### config.mk
export PLATFORM = sky130hd
export DESIGN_NAME = alu_writeback_stage_flat
export DESIGN_NICKNAME = d
export VERILOG_FILES = /design/src/rtl/alu_writeback_stage_if.sv /design/src/rtl/alu_writeback_stage.sv /design/src/flat_wrapper.sv
export SDC_FILE = /design/constraint.sdc
export NUM_CORES = 1
export LEC_CHECK = 0
export ABC_AREA = 1
export BUFFER_PORTS_ARGS = -buffer_cell sky130_fd_sc_hd__buf_4
export CAP_MARGIN = 20
export CORE_MARGIN = 2
export CORE_UTILIZATION = 40
export DETAILED_ROUTE_END_ITERATION = 7
export MAX_ROUTING_LAYER = met4
export PLACE_DENSITY = 0.65
export SYNTH_ARGS = -nofsm -noshare
export SYNTH_HDL_FRONTEND = slang
export SYNTH_SLANG_ARGS = --single-unit
### constraint.sdc
create_clock -name clk -period 2.5 [get_ports clk]
set_input_delay 0.5 -clock clk [delete_from_list [all_inputs] [get_ports clk]]
set_output_delay 0.5 -clock clk [all_outputs]
set_load 0.02 [all_outputs]
### src/rtl/alu_writeback_stage_if.sv
// ALU result / register-file write bundle for the writeback stage.
// The slave modport is the writeback stage's view; the master modport is the driver's view.
interface alu_writeback_stage_if #(
    parameter int unsigned REG_AW = 4
);
    localparam int unsigned DATA_W = 20;

    logic              in_valid;
    logic              in_ready;
    logic              in_mode;
    logic [DATA_W-1:0] in_result;
    logic [DATA_W-1:0] in_result_b;
    logic              in_dual;
    logic              in_we;
    logic [REG_AW-1:0] in_dst_a;
    logic [REG_AW-1:0] in_dst_b;
    logic [2:0]        in_flag_we;
    logic [2:0]        in_flags;
    logic [1:0]        in_sr_op;
    logic              rf_we;
    logic [REG_AW-1:0] rf_waddr;
    logic [DATA_W-1:0] rf_wdata;
    logic              rf_ready;

    modport master (
        output in_valid, in_mode, in_result, in_result_b, in_dual, in_we,
               in_dst_a, in_dst_b, in_flag_we, in_flags, in_sr_op, rf_ready,
        input  in_ready, rf_we, rf_waddr, rf_wdata
    );

    modport slave (
        input  in_valid, in_mode, in_result, in_result_b, in_dual, in_we,
               in_dst_a, in_dst_b, in_flag_we, in_flags, in_sr_op, rf_ready,
        output in_ready, rf_we, rf_waddr, rf_wdata
    );
endinterface

### src/rtl/alu_writeback_stage.sv
// ALU writeback stage: buffers ALU results in a small FIFO, drains them to the
// register-file write port (two writes for swap entries) and owns the status register.
// Optional macro WB_STALL_CNT_EN adds stall_cnt, a saturating count of stalled write cycles.
module alu_writeback_stage #(
    parameter int unsigned DEPTH  = 2,
    parameter int unsigned REG_AW = 4
) (
    input  logic                  clk,
    input  logic                  rst_n,
    alu_writeback_stage_if.slave  bus,
    output logic                  sr_zero,
    output logic                  sr_sign,
    output logic                  sr_carry,
    output logic                  busy
`ifdef WB_STALL_CNT_EN
    ,
    output logic [15:0]           stall_cnt
`endif
);
    localparam int unsigned DATA_W = 20;
    localparam int unsigned HALF_W = 10;
    localparam int unsigned PTR_W  = $clog2(DEPTH);
    localparam int unsigned CNT_W  = $clog2(DEPTH + 1);

    localparam logic [1:0] ST_IDLE = 2'd0;
    localparam logic [1:0] ST_WR_A = 2'd1;
    localparam logic [1:0] ST_WR_B = 2'd2;

    localparam logic [1:0] SR_OP_LOAD = 2'b01;
    localparam logic [1:0] SR_OP_XOR  = 2'b10;

    typedef struct packed {
        logic [DATA_W-1:0] result_a;
        logic [DATA_W-1:0] result_b;
        logic              dual;
        logic              we;
        logic [REG_AW-1:0] dst_a;
        logic [REG_AW-1:0] dst_b;
        logic [2:0]        flag_we;
        logic [2:0]        flags;
        logic [1:0]        sr_op;
    } entry_t;

    entry_t            mem_q [DEPTH];
    entry_t            mem_d [DEPTH];
    logic [PTR_W-1:0]  wr_ptr_q, wr_ptr_d;
    logic [PTR_W-1:0]  rd_ptr_q, rd_ptr_d;
    logic [CNT_W-1:0]  count_q, count_d;
    logic [1:0]        state_q, state_d;
    logic              in_ready_q, in_ready_d;
    logic              rf_we_q, rf_we_d;
    logic [REG_AW-1:0] rf_waddr_q, rf_waddr_d;
    logic [DATA_W-1:0] rf_wdata_q, rf_wdata_d;
    logic [2:0]        sr_q, sr_d;
    logic              busy_q, busy_d;

    logic              push_c;
    logic              retire_c;
    logic              go_b_c;
    logic              nxt_valid_c;
    logic [PTR_W-1:0]  rd_ptr_inc_c;
    entry_t            push_entry_c;
    entry_t            head_c;
    entry_t            nxt_c;

    // Next-state, FIFO bookkeeping, write-port and status-register update
    always_comb begin
        push_c       = bus.in_valid && in_ready_q;
        retire_c     = 1'b0;
        go_b_c       = 1'b0;
        nxt_valid_c  = 1'b0;
        rd_ptr_inc_c = rd_ptr_q + PTR_W'(1);
        head_c       = mem_q[rd_ptr_q];
        state_d      = state_q;
        mem_d        = mem_q;
        wr_ptr_d     = wr_ptr_q;
        rd_ptr_d     = rd_ptr_q;
        rf_waddr_d   = rf_waddr_q;
        rf_wdata_d   = rf_wdata_q;
        sr_d         = sr_q;

        // Half-word entries are stored with the upper half cleared
        push_entry_c.result_a = bus.in_mode ? bus.in_result
                                            : DATA_W'(bus.in_result[HALF_W-1:0]);
        push_entry_c.result_b = bus.in_mode ? bus.in_result_b
                                            : DATA_W'(bus.in_result_b[HALF_W-1:0]);
        push_entry_c.dual     = bus.in_dual;
        push_entry_c.we       = bus.in_we;
        push_entry_c.dst_a    = bus.in_dst_a;
        push_entry_c.dst_b    = bus.in_dst_b;
        push_entry_c.flag_we  = bus.in_flag_we;
        push_entry_c.flags    = bus.in_flags;
        push_entry_c.sr_op    = bus.in_sr_op;

        case (state_q)
            ST_IDLE: retire_c = (count_q != '0) && !head_c.we;
            ST_WR_A: begin
                if (bus.rf_ready) begin
                    if (head_c.dual) go_b_c = 1'b1;
                    else             retire_c = 1'b1;
                end
            end
            ST_WR_B: retire_c = bus.rf_ready;
            default: ;
        endcase

        // Entry that will be at the head next cycle; an empty FIFO forwards the push
        if (retire_c) begin
            nxt_valid_c = (count_q >= CNT_W'(2)) || push_c;
            nxt_c       = (count_q >= CNT_W'(2)) ? mem_q[rd_ptr_inc_c] : push_entry_c;
        end else begin
            nxt_valid_c = (count_q != '0) || push_c;
            nxt_c       = (count_q != '0) ? head_c : push_entry_c;
        end

        if (go_b_c) begin
            state_d = ST_WR_B;
        end else if ((state_q == ST_IDLE) || retire_c) begin
            state_d = (nxt_valid_c && nxt_c.we) ? ST_WR_A : ST_IDLE;
        end

        // Write port loads only when a new write starts; otherwise held
        if (go_b_c) begin
            rf_waddr_d = head_c.dst_b;
            rf_wdata_d = head_c.result_b;
        end else if ((state_d == ST_WR_A) && ((state_q == ST_IDLE) || retire_c)) begin
            rf_waddr_d = nxt_c.dst_a;
            rf_wdata_d = nxt_c.result_a;
        end
        rf_we_d = (state_d != ST_IDLE);

        if (push_c) begin
            mem_d[wr_ptr_q] = push_entry_c;
            wr_ptr_d        = wr_ptr_q + PTR_W'(1);
        end
        if (retire_c) begin
            rd_ptr_d = rd_ptr_inc_c;
        end
        count_d    = count_q + CNT_W'(push_c) - CNT_W'(retire_c);
        in_ready_d = (count_d != CNT_W'(DEPTH));
        busy_d     = (count_d != '0) || (state_d != ST_IDLE);

        // Status register is updated by the retiring entry
        if (retire_c) begin
            case (head_c.sr_op)
                SR_OP_LOAD: sr_d = head_c.result_a[2:0];
                SR_OP_XOR:  sr_d = sr_q ^ head_c.result_a[2:0];
                default:    sr_d = (sr_q & ~head_c.flag_we) | (head_c.flags & head_c.flag_we);
            endcase
        end
    end

    // State, FIFO and output registers
    always_ff @(posedge clk or negedge rst_n) begin
        if (!rst_n) begin
            for (int i = 0; i < int'(DEPTH); i++) begin
                mem_q[i] <= '0;
            end
            wr_ptr_q   <= '0;
            rd_ptr_q   <= '0;
            count_q    <= '0;
            state_q    <= ST_IDLE;
            in_ready_q <= 1'b1;
            rf_we_q    <= 1'b0;
            rf_waddr_q <= '0;
            rf_wdata_q <= '0;
            sr_q       <= '0;
            busy_q     <= 1'b0;
        end else begin
            mem_q      <= mem_d;
            wr_ptr_q   <= wr_ptr_d;
            rd_ptr_q   <= rd_ptr_d;
            count_q    <= count_d;
            state_q    <= state_d;
            in_ready_q <= in_ready_d;
            rf_we_q    <= rf_we_d;
            rf_waddr_q <= rf_waddr_d;
            rf_wdata_q <= rf_wdata_d;
            sr_q       <= sr_d;
            busy_q     <= busy_d;
        end
    end

`ifdef WB_STALL_CNT_EN
    logic [15:0] stall_cnt_q, stall_cnt_d;

    // Saturating count of cycles where a write is offered but not accepted
    always_comb begin
        stall_cnt_d = stall_cnt_q;
        if (rf_we_q && !bus.rf_ready && (stall_cnt_q != 16'hFFFF)) begin
            stall_cnt_d = stall_cnt_q + 16'd1;
        end
    end

    // Stall counter register
    always_ff @(posedge clk or negedge rst_n) begin
        if (!rst_n) stall_cnt_q <= '0;
        else        stall_cnt_q <= stall_cnt_d;
    end

    assign stall_cnt = stall_cnt_q;
`endif

    assign bus.in_ready = in_ready_q;
    assign bus.rf_we    = rf_we_q;
    assign bus.rf_waddr = rf_waddr_q;
    assign bus.rf_wdata = rf_wdata_q;
    assign sr_zero      = sr_q[0];
    assign sr_sign      = sr_q[1];
    assign sr_carry     = sr_q[2];
    assign busy         = busy_q;

endmodule

### src/flat_wrapper.sv
// flat-port wrapper written by rule: the top's interface ports become plain ports
module alu_writeback_stage_flat 
#(
    parameter int unsigned DEPTH  = 2,
    parameter int unsigned REG_AW = 4
)
  (clk, rst_n, sr_zero, sr_sign, sr_carry, busy, bus_in_valid, bus_in_mode, bus_in_result, bus_in_result_b, bus_in_dual, bus_in_we, bus_in_dst_a, bus_in_dst_b, bus_in_flag_we, bus_in_flags, bus_in_sr_op, bus_rf_ready, bus_in_ready, bus_rf_we, bus_rf_waddr, bus_rf_wdata);
  alu_writeback_stage_if #(.REG_AW(REG_AW)) bus_i ();
  input  logic clk;
  input  logic rst_n;
  output logic sr_zero;
  output logic sr_sign;
  output logic sr_carry;
  output logic busy;
  input wire logic [$bits(bus_i.in_valid)-1:0] bus_in_valid;
  input wire logic [$bits(bus_i.in_mode)-1:0] bus_in_mode;
  input wire logic [$bits(bus_i.in_result)-1:0] bus_in_result;
  input wire logic [$bits(bus_i.in_result_b)-1:0] bus_in_result_b;
  input wire logic [$bits(bus_i.in_dual)-1:0] bus_in_dual;
  input wire logic [$bits(bus_i.in_we)-1:0] bus_in_we;
  input wire logic [$bits(bus_i.in_dst_a)-1:0] bus_in_dst_a;
  input wire logic [$bits(bus_i.in_dst_b)-1:0] bus_in_dst_b;
  input wire logic [$bits(bus_i.in_flag_we)-1:0] bus_in_flag_we;
  input wire logic [$bits(bus_i.in_flags)-1:0] bus_in_flags;
  input wire logic [$bits(bus_i.in_sr_op)-1:0] bus_in_sr_op;
  input wire logic [$bits(bus_i.rf_ready)-1:0] bus_rf_ready;
  output wire logic [$bits(bus_i.in_ready)-1:0] bus_in_ready;
  output wire logic [$bits(bus_i.rf_we)-1:0] bus_rf_we;
  output wire logic [$bits(bus_i.rf_waddr)-1:0] bus_rf_waddr;
  output wire logic [$bits(bus_i.rf_wdata)-1:0] bus_rf_wdata;
  assign bus_i.in_valid = bus_in_valid;
  assign bus_i.in_mode = bus_in_mode;
  assign bus_i.in_result = bus_in_result;
  assign bus_i.in_result_b = bus_in_result_b;
  assign bus_i.in_dual = bus_in_dual;
  assign bus_i.in_we = bus_in_we;
  assign bus_i.in_dst_a = bus_in_dst_a;
  assign bus_i.in_dst_b = bus_in_dst_b;
  assign bus_i.in_flag_we = bus_in_flag_we;
  assign bus_i.in_flags = bus_in_flags;
  assign bus_i.in_sr_op = bus_in_sr_op;
  assign bus_i.rf_ready = bus_rf_ready;
  assign bus_in_ready = bus_i.in_ready;
  assign bus_rf_we = bus_i.rf_we;
  assign bus_rf_waddr = bus_i.rf_waddr;
  assign bus_rf_wdata = bus_i.rf_wdata;
  alu_writeback_stage #(.DEPTH(DEPTH), .REG_AW(REG_AW)) u_core (.clk(clk), .rst_n(rst_n), .bus(bus_i), .sr_zero(sr_zero), .sr_sign(sr_sign), .sr_carry(sr_carry), .busy(busy));
endmodule
* After elaboration in Yosys (flattened, before gate mapping)
Index checks and enable logic that the tools add are counted.
** Word-level totals
- Bits in registers :: 152
- Input port bits :: 63
- Output and inout bits :: 30
** Cells by class
- Reduce and logical (&&, ||, !) cells :: 15
- Multiplexer cells :: 29
- Bitwise gates (word level) :: 8
- $add $sub $neg :: 4
- Magnitude comparators :: 5
- Eq/ne operators :: 6
** Operator list (count)
- $mux 58 :: 10
- $bwmux 116 :: 1
- $mux 20 :: 4
- $demux 58 s1 :: 1
- $ge 2x2->1 const B :: 4
- $mux 4 :: 2
- $reduce_bool 2->1 :: 4
- $mux 1 :: 7
- $and 3x3->3 :: 2
- $eq 2x1->1 const B :: 3
- $not 1->2 :: 3
- $pmux 3 s2 :: 1
- $logic_and 1x1->1 :: 5
- $eq 2x2->1 const B :: 2
- $logic_or 1x1->1 :: 4
- $mux 2 :: 2
- $not 3->3 :: 1
- $or 3x3->3 :: 1
- $pmux 1 s3 :: 1
- $xor 3x3->3 :: 1
- $add 1x1->1 const B :: 2
- $add 2x1->2 :: 1
- $logic_not 2->1 :: 1
- $lt 2x1->1 const B :: 1
- 3 further kinds :: 3

* Longest topological paths before layout
Gate-level depths: netlist of run 1.
- Depth in word-level cells :: 16
- Depth in mapped cells :: 14
- Gate-level depth less buffers :: 12

* Least setup slack after synthesis of run 1
Ideal clock, no wire load.
- Path type :: register -> register
- From :: register u_core.rd_ptr_q
- To :: register with a tool-made name
- Path slack :: 0.415 ns
- Arrival :: 2.007 ns
- Cell stages (with the launch flop) :: 12
- Period minus slack after synthesis :: 2.085 ns
- Cell sequence :: dfrtp_1 buf_6 buf_2 buf_2 buf_2 o21ai_0 inv_1 ha_1 inv_1 a21oi_1 a31o_2 a21oi_1
** RTL lines
- start, declared :: line alu_writeback_stage.sv:47 : logic [PTR_W-1:0] rd_ptr_q, rd_ptr_d;
- start signal, assigned :: line alu_writeback_stage.sv:172 : rd_ptr_q <= rd_ptr_d;

* Worst setup path after layout of run 1
- From :: register u_core.rd_ptr_q
- To :: register u_core.rf_wdata_q[16], in the netlist u_core.bus.rf_wdata[16]
** Between the ends
- Cells in the longest elaborated chain, start to end :: 15
** Ends and longest elaborated chain
- $not 1->2 (not written as such) :: line alu_writeback_stage.sv:73 : head_c = mem_q[rd_ptr_q];
- $mux 58 (not written as such) (3 in a row) :: line alu_writeback_stage.sv:73
- $mux 1 / $logic_not 1->1 (equally long branches) :: line alu_writeback_stage.sv:99, alu_writeback_stage.sv:96
- $mux 1 / $logic_and 1x1->1 (equally long branches) :: line alu_writeback_stage.sv:98, alu_writeback_stage.sv:96
- $pmux 1 s3 :: line alu_writeback_stage.sv:95 : case (state_q)
- $mux 1 / $mux 58 (equally long branches) :: line alu_writeback_stage.sv:108 : if (retire_c) begin
- $logic_and 1x1->1 :: line alu_writeback_stage.sv:119 : state_d = (nxt_valid_c && nxt_c.we) ? ST_WR_A : ST_IDLE;
- $mux 1 :: line alu_writeback_stage.sv:119
- $mux 2 :: line alu_writeback_stage.sv:118 : end else if ((state_q == ST_IDLE) || retire_c) begin
- $mux 2 :: line alu_writeback_stage.sv:116 : if (go_b_c) begin
- $eq 2x1->1 :: line alu_writeback_stage.sv:126 : end else if ((state_d == ST_WR_A) && ((state_q == ST_IDLE) || retire_c)) begin
- $logic_and 1x1->1 :: line alu_writeback_stage.sv:126
- $reduce_bool 2->1 (no line)
- end signal, assigned :: line alu_writeback_stage.sv:178 : rf_wdata_q <= rf_wdata_d;
- end, declared :: line alu_writeback_stage.sv:53 : logic [DATA_W-1:0] rf_wdata_q, rf_wdata_d;
Parallel ways exist; a longest one is shown, timed or not. The select of a mux whose other input is x is not followed.
A chain may end at the register's enable or synchronous reset.

==> results of run 1 <==
[worst min path at each step]
| stage | slack, ns | startpoint | to |
|---|---|---|---|
| after floorplan | 0.20 | rst_n | async pin |
| after global placement | 0.46 | u_core.mem_q[4]$_DFFE_PN0P_ | u_core.mem_q[4]$_DFFE_PN0P_ |
| after detailed placement | 0.46 | u_core.mem_q[27]$_DFFE_PN0P_ | u_core.mem_q[27]$_DFFE_PN0P_ |
| after CTS | 0.07 | rst_n | u_core.mem_q[61]$_DFFE_PN0P_ |
| after global routing | 0.09 | rst_n | u_core.mem_q[63]$_DFFE_PN0P_ |
| final | 0.04 | rst_n | u_core.mem_q[63]$_DFFE_PN0P_ |
[synthesized netlist by cell type]
cell type,n,area share
buf_2,24,0.015
a31o_2,1,0.0011
nand3_2,2,0.0025
nand2_2,1,0.00078
inv_2,2,0.00094
o31ai_1,2,0.0019
buf_1,5,0.0024
o21ai_0,168,0.11
mux2i_1,1,0.0013
nand4_2,1,0.0016
a22oi_1,2,0.0019
dfrtp_1,151,0.47
inv_1,89,0.042
nand2_1,435,0.20
clkbuf_1,36,0.017
nor2_1,57,0.027
xor2_1,2,0.0022
ha_1,4,0.0063
inv_4,2,0.0016
o211ai_1,2,0.0019
buf_4,2,0.0019
or2_2,4,0.0031
nand3_1,52,0.033
nand2_4,1,0.0014
xnor2_1,1,0.0011
buf_6,3,0.0042
dfstp_2,1,0.0033
nand3_4,2,0.0044
nand4_1,3,0.0024
a21oi_1,56,0.035
[power by group]
part	internal, mW	switching [mW]
clock network	1.64	1.09
registers	3.63	0.623
logic	2.41	4.83
[placed cells by master (no fill, tap or decap), types with 3 or more instances in the layout]
cell,n
nand2_1,434
o21ai_0,168
dfrtp_1,150
buf_4,110
inv_1,89
nor2_1,56
a21oi_1,56
nand3_1,52
clkbuf_16,17
inv_6,5
or2_2,4
ha_1,4
buf_12,4
nand4_1,3
bufinv_16,3
clkinvlp_4,3
[cell families after synthesis]
kind of cell / share of synthesized area
xor+xnor: 0.00329
fa+ha+maj: 0.00627
buf+inv: 0.0848
simple gates: 0.280
mux: 0.00125
compound gates: 0.147
flops: 0.477
[per-layer routing]
| metal | GRT usage | part of all wire | vias up |
|---|---|---|---|
| met5 | - | 0 | - |
| met4 | 0.0824 | 0.024 | 0 |
| met3 | 0.0390 | 0.041 | 26 |
| met2 | 0.334 | 0.47 | 176 |
| met1 | 0.297 | 0.47 | 3377 |
| li1 | - | - | 3646 |
[area by class of cell]
cell class / instances / area (um^2) / area share
Multi-Input combinational cell: 797 / 3510 / 0.368
Timing Repair Buffer: 115 / 917 / 0.0962
Clock buffer: 20 / 457 / 0.0479
Tap cell: 265 / 332 / 0.0348
Sequential cell: 152 / 3810 / 0.399
Inverter: 93 / 354 / 0.0371
Clock inverter: 12 / 161 / 0.0169
[registers in the layout, indices dropped and copies added (netlist names), named ones only]
register / flops
u_core.bus.in_ready: 1
u_core.bus.rf_waddr: 4
u_core.bus.rf_wdata: 20
u_core.bus.rf_we: 1
u_core.busy: 1
u_core.count_q: 2
u_core.mem_q: 116
u_core.rd_ptr_q: 1
u_core.state_q: 2
u_core.wr_ptr_q: 1
[through the flow]
step | std cells | setup WS, ns
global placement | 1422 | 0.337
detailed placement | 1422 | 0.325
CTS | 1454 | 0.318
global route | 1454 | 0.0781
finish | 1454 | 0.282
floorplan | 1112 | 0.415
==> summary.txt, run 1 <==
Status
  • Status: finished, final reports clean

Layout
  • Number of diodes: 0
  • Layout area overhead: 19.5%
  • Final Net Count: 1243
  • Finished Cell Area: 0.00953 mm^2
  • Filler cells: 2045
  • Share of cells above drive strength 1: 0.140
  • Final Core Density: 0.488

Yosys
  • Avg Cell Area, Syn: 7.18 um^2
  • Post-Syn Nets: 1179
  • Synth Warn #: 0
  • Netlist cell types: 30
  • Syn Inst Count: 1112
  • Cell area after synthesis: 0.00798 mm^2
  • Post-synthesis sequential area ratio: 0.477
  • Yosys reg bits: 152

Die
  • Core area: 0.0195 mm^2
  • Row count: 51
  • Die Ht: 145 um
  • Die ar.: 0.0211 mm^2
  • I/O pins: 93
  • Initial core utilization: 0.409
  • Die Span X: 145 um

Critical path
  • Crit path largest cell delay: 0.48 ns
  • Critical path endpoint category: register
  • R2r worst-path depth: 9
  • Highest-delay cell along the critical path: buf_4
  • Reg2Reg Setup Slack: 0.28 ns
  • Worst-path cell chain: buf_4 > buf_4 > o21ai_0 > a21oi_1 > nand2_1 > nand3_1 > nand2_1 > nand2_1 > nand2_1
  • CP Depth: 9
  • Crit path top cell by count: nand2_1
  • Required time worst endpoint: 2.82 ns
  • CP Max Fanout: 48
  • Worst EP arrival: 2.53 ns
  • Worst Setup EP: u_core.bus.rf_wdata[16]$_DFFE_PN0P_
  • Delay-heaviest family, CP: buffers and inverters
  • Critical Path Start: u_core.rd_ptr_q$_DFFE_PN0N_
  • RR Endpoint: u_core.bus.rf_wdata[16]$_DFFE_PN0P_
  • Setup CP Type: reg -> reg
  • Worst setup SP type: register
  • FF-to-FF Start: u_core.rd_ptr_q$_DFFE_PN0N_
  • Worst path bufs/invs: 2

Clock network
  • Setup Buffers After CTS: 0
  • CTS resizes: 0
  • CTS max path bufs: 2
  • CTS Buf Count: 17
  • Clock slew at reported path FFs: 0.07 ns
  • CTS tree: done
  • Hold bufs inserted after CTS: 0
  • H-tree Lvls: 4
  • Clock sinks: 152
  • Worst-Skew Late Latency: 0.43 ns
  • Clk root buf: clkbuf_16

Power
  • Total Power: 14.2 mW
  • Peak supply drop: 0.697 mV
  • Leakage power: 4.88 nW
  • Power density over the cells: 1490 mW/mm^2

Timing
  • Final period util: 0.887
  • Hold_ws: 0.0415 ns
  • Endpoints failing hold: 0
  • Unrepaired setup endpoints after global routing: no
  • Worst-margin pin slew: 0.624 ns
  • # setup viols final: 0
  • Peak Freq: 451 MHz
  • Pins over their slew limit: 0
  • Final Critical Period: 2.22 ns
  • Final Skew: 0.00981 ns
  • Max-slew headroom: 0.584
  • Final TNS setup: 0 ns

Global route
  • Initial antenna violation count: 0
  • Grt total ovfl: 0
  • Total GRT Usage: 0.221
  • Largest net degree at the start of global routing: 95
  • First-pass GRT wire length: 36.3 mm
  • Vias in the first global route: 6932

Drt
  • Wirelength per Cell: 15.1 um
  • Routed WL: 21.9 mm
  • Via count: 7225
  • DRT antenna net count: 0
  • Via density: 4.97
  • Initial DRC Count: 580
  • DRC: 0
  • DRT Pass-1 Iters: 5

Min path
  • Hold Crit Class: in -> async

Flow run
  • Max Cap Viol: 0

Placed design
  • Placed Area: 0.00892 mm^2
  • I/O Buffers: 92
  • Final GP Congestion: 0.849
  • HPWL after DPL: 14.6 mm
Note: power is estimated with default switching activity, not from simulation.
==> run 2: changes to the inputs <==
--- a/config.mk
+++ b/config.mk
@@ -12,7 +12,7 @@
 export CORE_UTILIZATION = 40
 export DETAILED_ROUTE_END_ITERATION = 7
 export MAX_ROUTING_LAYER = met4
-export PLACE_DENSITY = 0.65
+export SETUP_SLACK_MARGIN = 0.2
 export SYNTH_ARGS = -nofsm -noshare
 export SYNTH_HDL_FRONTEND = slang
 export SYNTH_SLANG_ARGS = --single-unit
==> summary.txt, run 2 (synthesis results as in run 1) <==
Status
  • Status: finished, final reports clean

Layout
  • Layout area overhead: 18.5%
  • Final Net Count: 1239
  • Finished Cell Area: 0.00946 mm^2
  • Number of diodes: 0
  • Area taken by multi-input logic gates: 0.00351 mm^2
  • Filler cells: 1986
  • Commonest non-fill, non-tap cell in the layout: nand2_1
  • Reg with most FFs: u_core.mem_q
  • Max FFs per register: 116
  • Share of cells above drive strength 1: 0.136
  • Most frequent cells in the layout: nand2_1 (434), o21ai_0 (168), dfrtp_1 (150), buf_4 (105), inv_1 (89)
  • Reg area: 0.00381 mm^2

Global route
  • First-pass GRT wire length: 36.0 mm
  • Total GRT Usage: 0.220
  • Met3 usage in global routing: 0.0481
  • Grt total ovfl: 0
  • Grt met2 use: 0.327
  • Largest net degree at the start of global routing: 95
  • Initial antenna violation count: 0
  • Vias in the first global route: 7011
  • Met1 usage: 0.299
  • Layer with the highest usage: met2

Clock network
  • Setup Buffers After CTS: 0
  • Clk root buf: clkbuf_16
  • Hold bufs inserted after CTS: 0
  • CTS resizes: 0
  • CTS tree: done
  • H-tree Lvls: 4
  • CTS Buf Count: 17
  • Worst-Skew Late Latency: 0.43 ns
  • CTS max path bufs: 2
  • Clock slew at reported path FFs: 0.07 ns
  • Clock sinks: 152

Power
  • Leakage power: 4.84 nW
  • Power density over the cells: 1470 mW/mm^2
  • Pint: 7.46 mW
  • Reg power frac: 0.304
  • Switching share of power: 0.465
  • Switching Power: 6.47 mW
  • Clk pwr share: 0.178
  • Peak supply drop: 0.615 mV
  • Comb power frac: 0.519

Die
  • Row count: 51
  • Die ar.: 0.0211 mm^2
  • I/O pins: 93
  • Die Span X: 145 um
  • Core area: 0.0195 mm^2
  • Die Ht: 145 um
  • Initial core utilization: 0.409

Placed design
  • Placed Area: 0.00890 mm^2
  • Final GP Congestion: 0.801
  • I/O Buffers: 92
  • HPWL after DPL: 14.2 mm

Timing
  • Unrepaired setup endpoints after global routing: no
  • Final period util: 0.873
  • Hold_ws: 0.0283 ns
  • Max-slew headroom: 0.426
  • Pins over their slew limit: 0
  • Worst-margin pin slew: 0.860 ns
  • # setup viols final: 0
  • Peak Freq: 458 MHz
  • Final Critical Period: 2.18 ns
  • Endpoints failing hold: 0
  • Final Skew: 0.0102 ns
  • Final TNS setup: 0 ns

Critical path
  • Setup CP Type: reg -> reg
  • Worst setup SP type: register
  • R2r worst-path depth: 12
  • Worst-path cell chain: buf_4 > nand2_1 > nand2_1 > nand3_2 > nand3_4 > ha_1 > inv_1 > ha_1 > xnor2_1 > xor2_1 > nor2_1 > nand4_1
  • Required time worst endpoint: 2.79 ns
  • Worst EP arrival: 2.47 ns
  • CP Max Fanout: 15
  • Critical path endpoint category: register
  • Reg2Reg Setup Slack: 0.32 ns
  • FF-to-FF Start: u_core.rd_ptr_q$_DFFE_PN0N_
  • Highest-delay cell along the critical path: dfrtp_2
  • Crit path largest cell delay: 0.43 ns
  • RR Endpoint: u_core.busy$_DFF_PN0_

Drt
  • DRT antenna net count: 0
  • Via count: 7115
  • Routed WL: 21.7 mm
  • DRT Pass-1 Iters: 5
  • Initial DRC Count: 478
  • Via density: 4.91
  • DRC: 0
  • Wirelength per Cell: 14.9 um

Flow run
  • Max Cap Viol: 0

Min path
  • Hold Crit Class: in -> async
## run 2: metrics by stage
step           setup slack [ns]  instances  utilization  power (mW)
2_1_floorplan             0.415       1112            -        9.38
3_3_place_gp              0.381       1418        0.456        11.4
3_5_place_dp              0.341       1418        0.456        11.5
4_1_cts                   0.318       1450        0.484        14.0
5_1_grt                   0.203       1450        0.484        15.2
6_report                  0.317       1450        0.484        13.9
## run 2: power by group through the flow
stage	logic [mW]	registers (mW)	clock network, mW
2_1_floorplan	5.04	4.34	0
3_5_place_dp	7.25	4.26	0
4_1_cts	7.30	4.23	2.51
3_3_place_gp	7.12	4.26	0
5_1_grt	8.23	4.37	2.64
6_report	7.23	4.23	2.48
## run 2: critical path: cells and delay by family, from the launching register on
kind	cells	cell delay, ns
AND/OR/NAND/NOR	6	0.58
flip-flops	1	0.43
adder cells (fa/ha/maj)	2	0.49
XOR/XNOR	2	0.30
buffers and inverters	2	0.25
## run 2: area by class of cell
| class | count | area share |
|---|---|---|
| clock inverters | 11 | 0.0103 |
| repair buffers | 111 | 0.0951 |
| multi-input cells | 797 | 0.371 |
| flip-flops and latches | 152 | 0.402 |
| well taps | 265 | 0.0351 |
| clock buffers | 21 | 0.0487 |
| inverters | 93 | 0.0374 |
## run 2: worst max path at each step
stage / startpoint / end / slack (ns) / cells past startpoint
finish: u_core.rd_ptr_q$_DFFE_PN0N_ / u_core.busy$_DFF_PN0_ / 0.32 / 12
floorplan: u_core.rd_ptr_q$_DFFE_PN0N_ / register / 0.42 / 11
global placement: u_core.rd_ptr_q$_DFFE_PN0N_ / u_core.busy$_DFF_PN0_ / 0.38 / 12
detailed placement: u_core.rd_ptr_q$_DFFE_PN0N_ / u_core.busy$_DFF_PN0_ / 0.34 / 12
CTS: u_core.rd_ptr_q$_DFFE_PN0N_ / u_core.busy$_DFF_PN0_ / 0.32 / 12
global route: u_core.rd_ptr_q$_DFFE_PN0N_ / u_core.busy$_DFF_PN0_ / 0.20 / 11
## run 2: routing by layer
layer / share of wire / vias to the layer above
li1: - / 3631
met1: 0.48 / 3300
met2: 0.46 / 160
met3: 0.047 / 24
met4: 0.021 / 0
met5: 0 / -
==> run 3: changes to the inputs <==
==> constraint.sdc (replaced) <==
create_clock -name clk -period 2.3 [get_ports clk]
set_input_delay 0.46 -clock clk [delete_from_list [all_inputs] [get_ports clk]]
set_output_delay 0.46 -clock clk [all_outputs]
set_load 0.02 [all_outputs]
==> summary.txt, run 3 (synthesis results as in run 1) <==
Layout
  • Most frequent cells in the layout: nand2_1 (430), o21ai_0 (167), dfrtp_1 (150), buf_4 (115), inv_1 (88)
  • Share of cells above drive strength 1: 0.152
  • Max FFs per register: 116
  • Final Net Count: 1252
  • Reg with most FFs: u_core.mem_q
  • Commonest non-fill, non-tap cell in the layout: nand2_1
  • Number of diodes: 0
  • Layout area overhead: 20.5%

Drt
  • DRT antenna net count: 0
  • DRC: 0
  • Routed WL: 21.7 mm
  • Via density: 4.91
  • Initial DRC Count: 502
  • Wirelength per Cell: 14.8 um
  • Via count: 7184
  • DRT Pass-1 Iters: 5

Critical path
  • Setup CP Type: reg -> reg
  • Critical path endpoint category: register
  • CP Max Fanout: 7
  • Required time worst endpoint: 2.60 ns
  • Worst EP arrival: 2.32 ns
  • Worst setup SP type: register

Clock network
  • Clock sinks: 152
  • Clk root buf: clkbuf_16
  • Clock slew at reported path FFs: 0.07 ns
  • H-tree Lvls: 4
  • CTS tree: done
  • CTS max path bufs: 2
  • CTS Buf Count: 17
  • Worst-Skew Late Latency: 0.43 ns

Die
  • Die ar.: 0.0211 mm^2
  • Core area: 0.0195 mm^2
  • I/O pins: 93
  • Die Span X: 145 um
  • Initial core utilization: 0.409
  • Row count: 51
  • Die Ht: 145 um

Timing
  • Final Critical Period: 2.02 ns
  • Pins over their slew limit: 0
  • Max-slew headroom: 0.588
  • Unrepaired setup endpoints after global routing: yes
  • Final Skew: 0.0107 ns
  • Final period util: 0.876
  • Final TNS setup: 0 ns
  • Hold_ws: 0.231 ns
  • Endpoints failing hold: 0
  • Worst-margin pin slew: 0.619 ns
  • # setup viols final: 0
  • Peak Freq: 496 MHz

Power
  • Switching share of power: 0.463
  • Switching Power: 7.17 mW
  • Leakage power: 4.91 nW
  • Peak supply drop: 0.943 mV
  • Reg power frac: 0.298
  • Clk pwr share: 0.175
  • Comb power frac: 0.527
  • Power density over the cells: 1610 mW/mm^2
  • Pint: 8.33 mW

Status
  • Status: finished, final reports clean

Placed design
  • HPWL after DPL: 14.3 mm
  • I/O Buffers: 92
  • Final GP Congestion: 0.821

Global route
  • Largest net degree at the start of global routing: 89
  • First-pass GRT wire length: 35.7 mm
  • Initial antenna violation count: 0
  • Vias in the first global route: 6835
  • Total GRT Usage: 0.217
  • Grt total ovfl: 0

Min path
  • Hold Crit Class: in -> reg

Flow run
  • Max Cap Viol: 0
## run 3: power groups by stage
stage / Clock (mW) / Combinational [mW] / Sequential, mW
floorplan: 0 / 5.48 / 4.71
global placement: 0 / 7.83 / 4.63
detailed placement: 0 / 7.93 / 4.65
CTS: 2.75 / 8.10 / 4.61
global route: 2.88 / 9.34 / 4.76
finish: 2.71 / 8.17 / 4.61
## run 3: final timing paths
path,start,endpoint,slack (ns),depth (start not counted)
max,u_core.rd_ptr_q$_DFFE_PN0N_,u_core.busy$_DFF_PN0_,0.28,12
min,bus_in_flag_we[2],u_core.mem_q[7]$_DFFE_PN0P_,0.23,3
max reg2reg,u_core.rd_ptr_q$_DFFE_PN0N_,u_core.busy$_DFF_PN0_,0.28,12
min reg2reg,u_core.mem_q[4]$_DFFE_PN0P_,u_core.mem_q[4]$_DFFE_PN0P_,0.48,2
max in group asynchronous,rst_n,u_core.mem_q[45]$_DFFE_PN0P_,1.14,3
min in group asynchronous,rst_n,u_core.mem_q[63]$_DFFE_PN0P_,0.51,2
## run 3: final cells by class
cell class	count	area [um^2]
multi-input cells	797	3550
well taps	265	332
fillers	2055	9910
flip-flops and latches	152	3810
inverters	93	357
clock inverters	15	141
repair buffers	124	1010
clock buffers	17	425
## run 3: stage by stage
stage,utilization,instance area [um^2],std cells,worst slack [ns],power (mW)
global route,0.493,9620,1463,0.152,17.0
detailed placement,0.458,8940,1424,0.166,12.6
floorplan,-,7980,1112,0.215,10.2
finish,0.493,9620,1463,0.284,15.5
global placement,0.458,8940,1424,0.256,12.5
CTS,0.489,9550,1460,0.249,15.5
## run 3: routing by layer
layer | vias up | track usage | share of wire
li1 | 3656 | - | -
met1 | 3336 | 0.303 | 0.48
met2 | 164 | 0.324 | 0.45
met3 | 28 | 0.0399 | 0.046
met4 | 0 | 0.0667 | 0.019
met5 | - | - | 0
## run 3: worst max-delay path, stage by stage, from the launching register on
cell      delay, ns
dfrtp_2        0.45
clkinv_4       0.12
nand2_4        0.07
nand2_2        0.06
nand3_4        0.09
nand3_4        0.07
ha_1           0.27
inv_1          0.04
ha_2           0.19
xnor2_2        0.13
xor2_1         0.18
nor2_1         0.13
nand4_1        0.09
## run 3: repair_timing
item / 4_1_cts / 5_1_grt
endpoints found under the setup margin: 24 / 23
resized for setup: 1 / 13
pin swaps: 1 / 6
setup buffers: 3 / 3
hold endpoints to repair: 35 / 0
hold buffers: 1 / 0
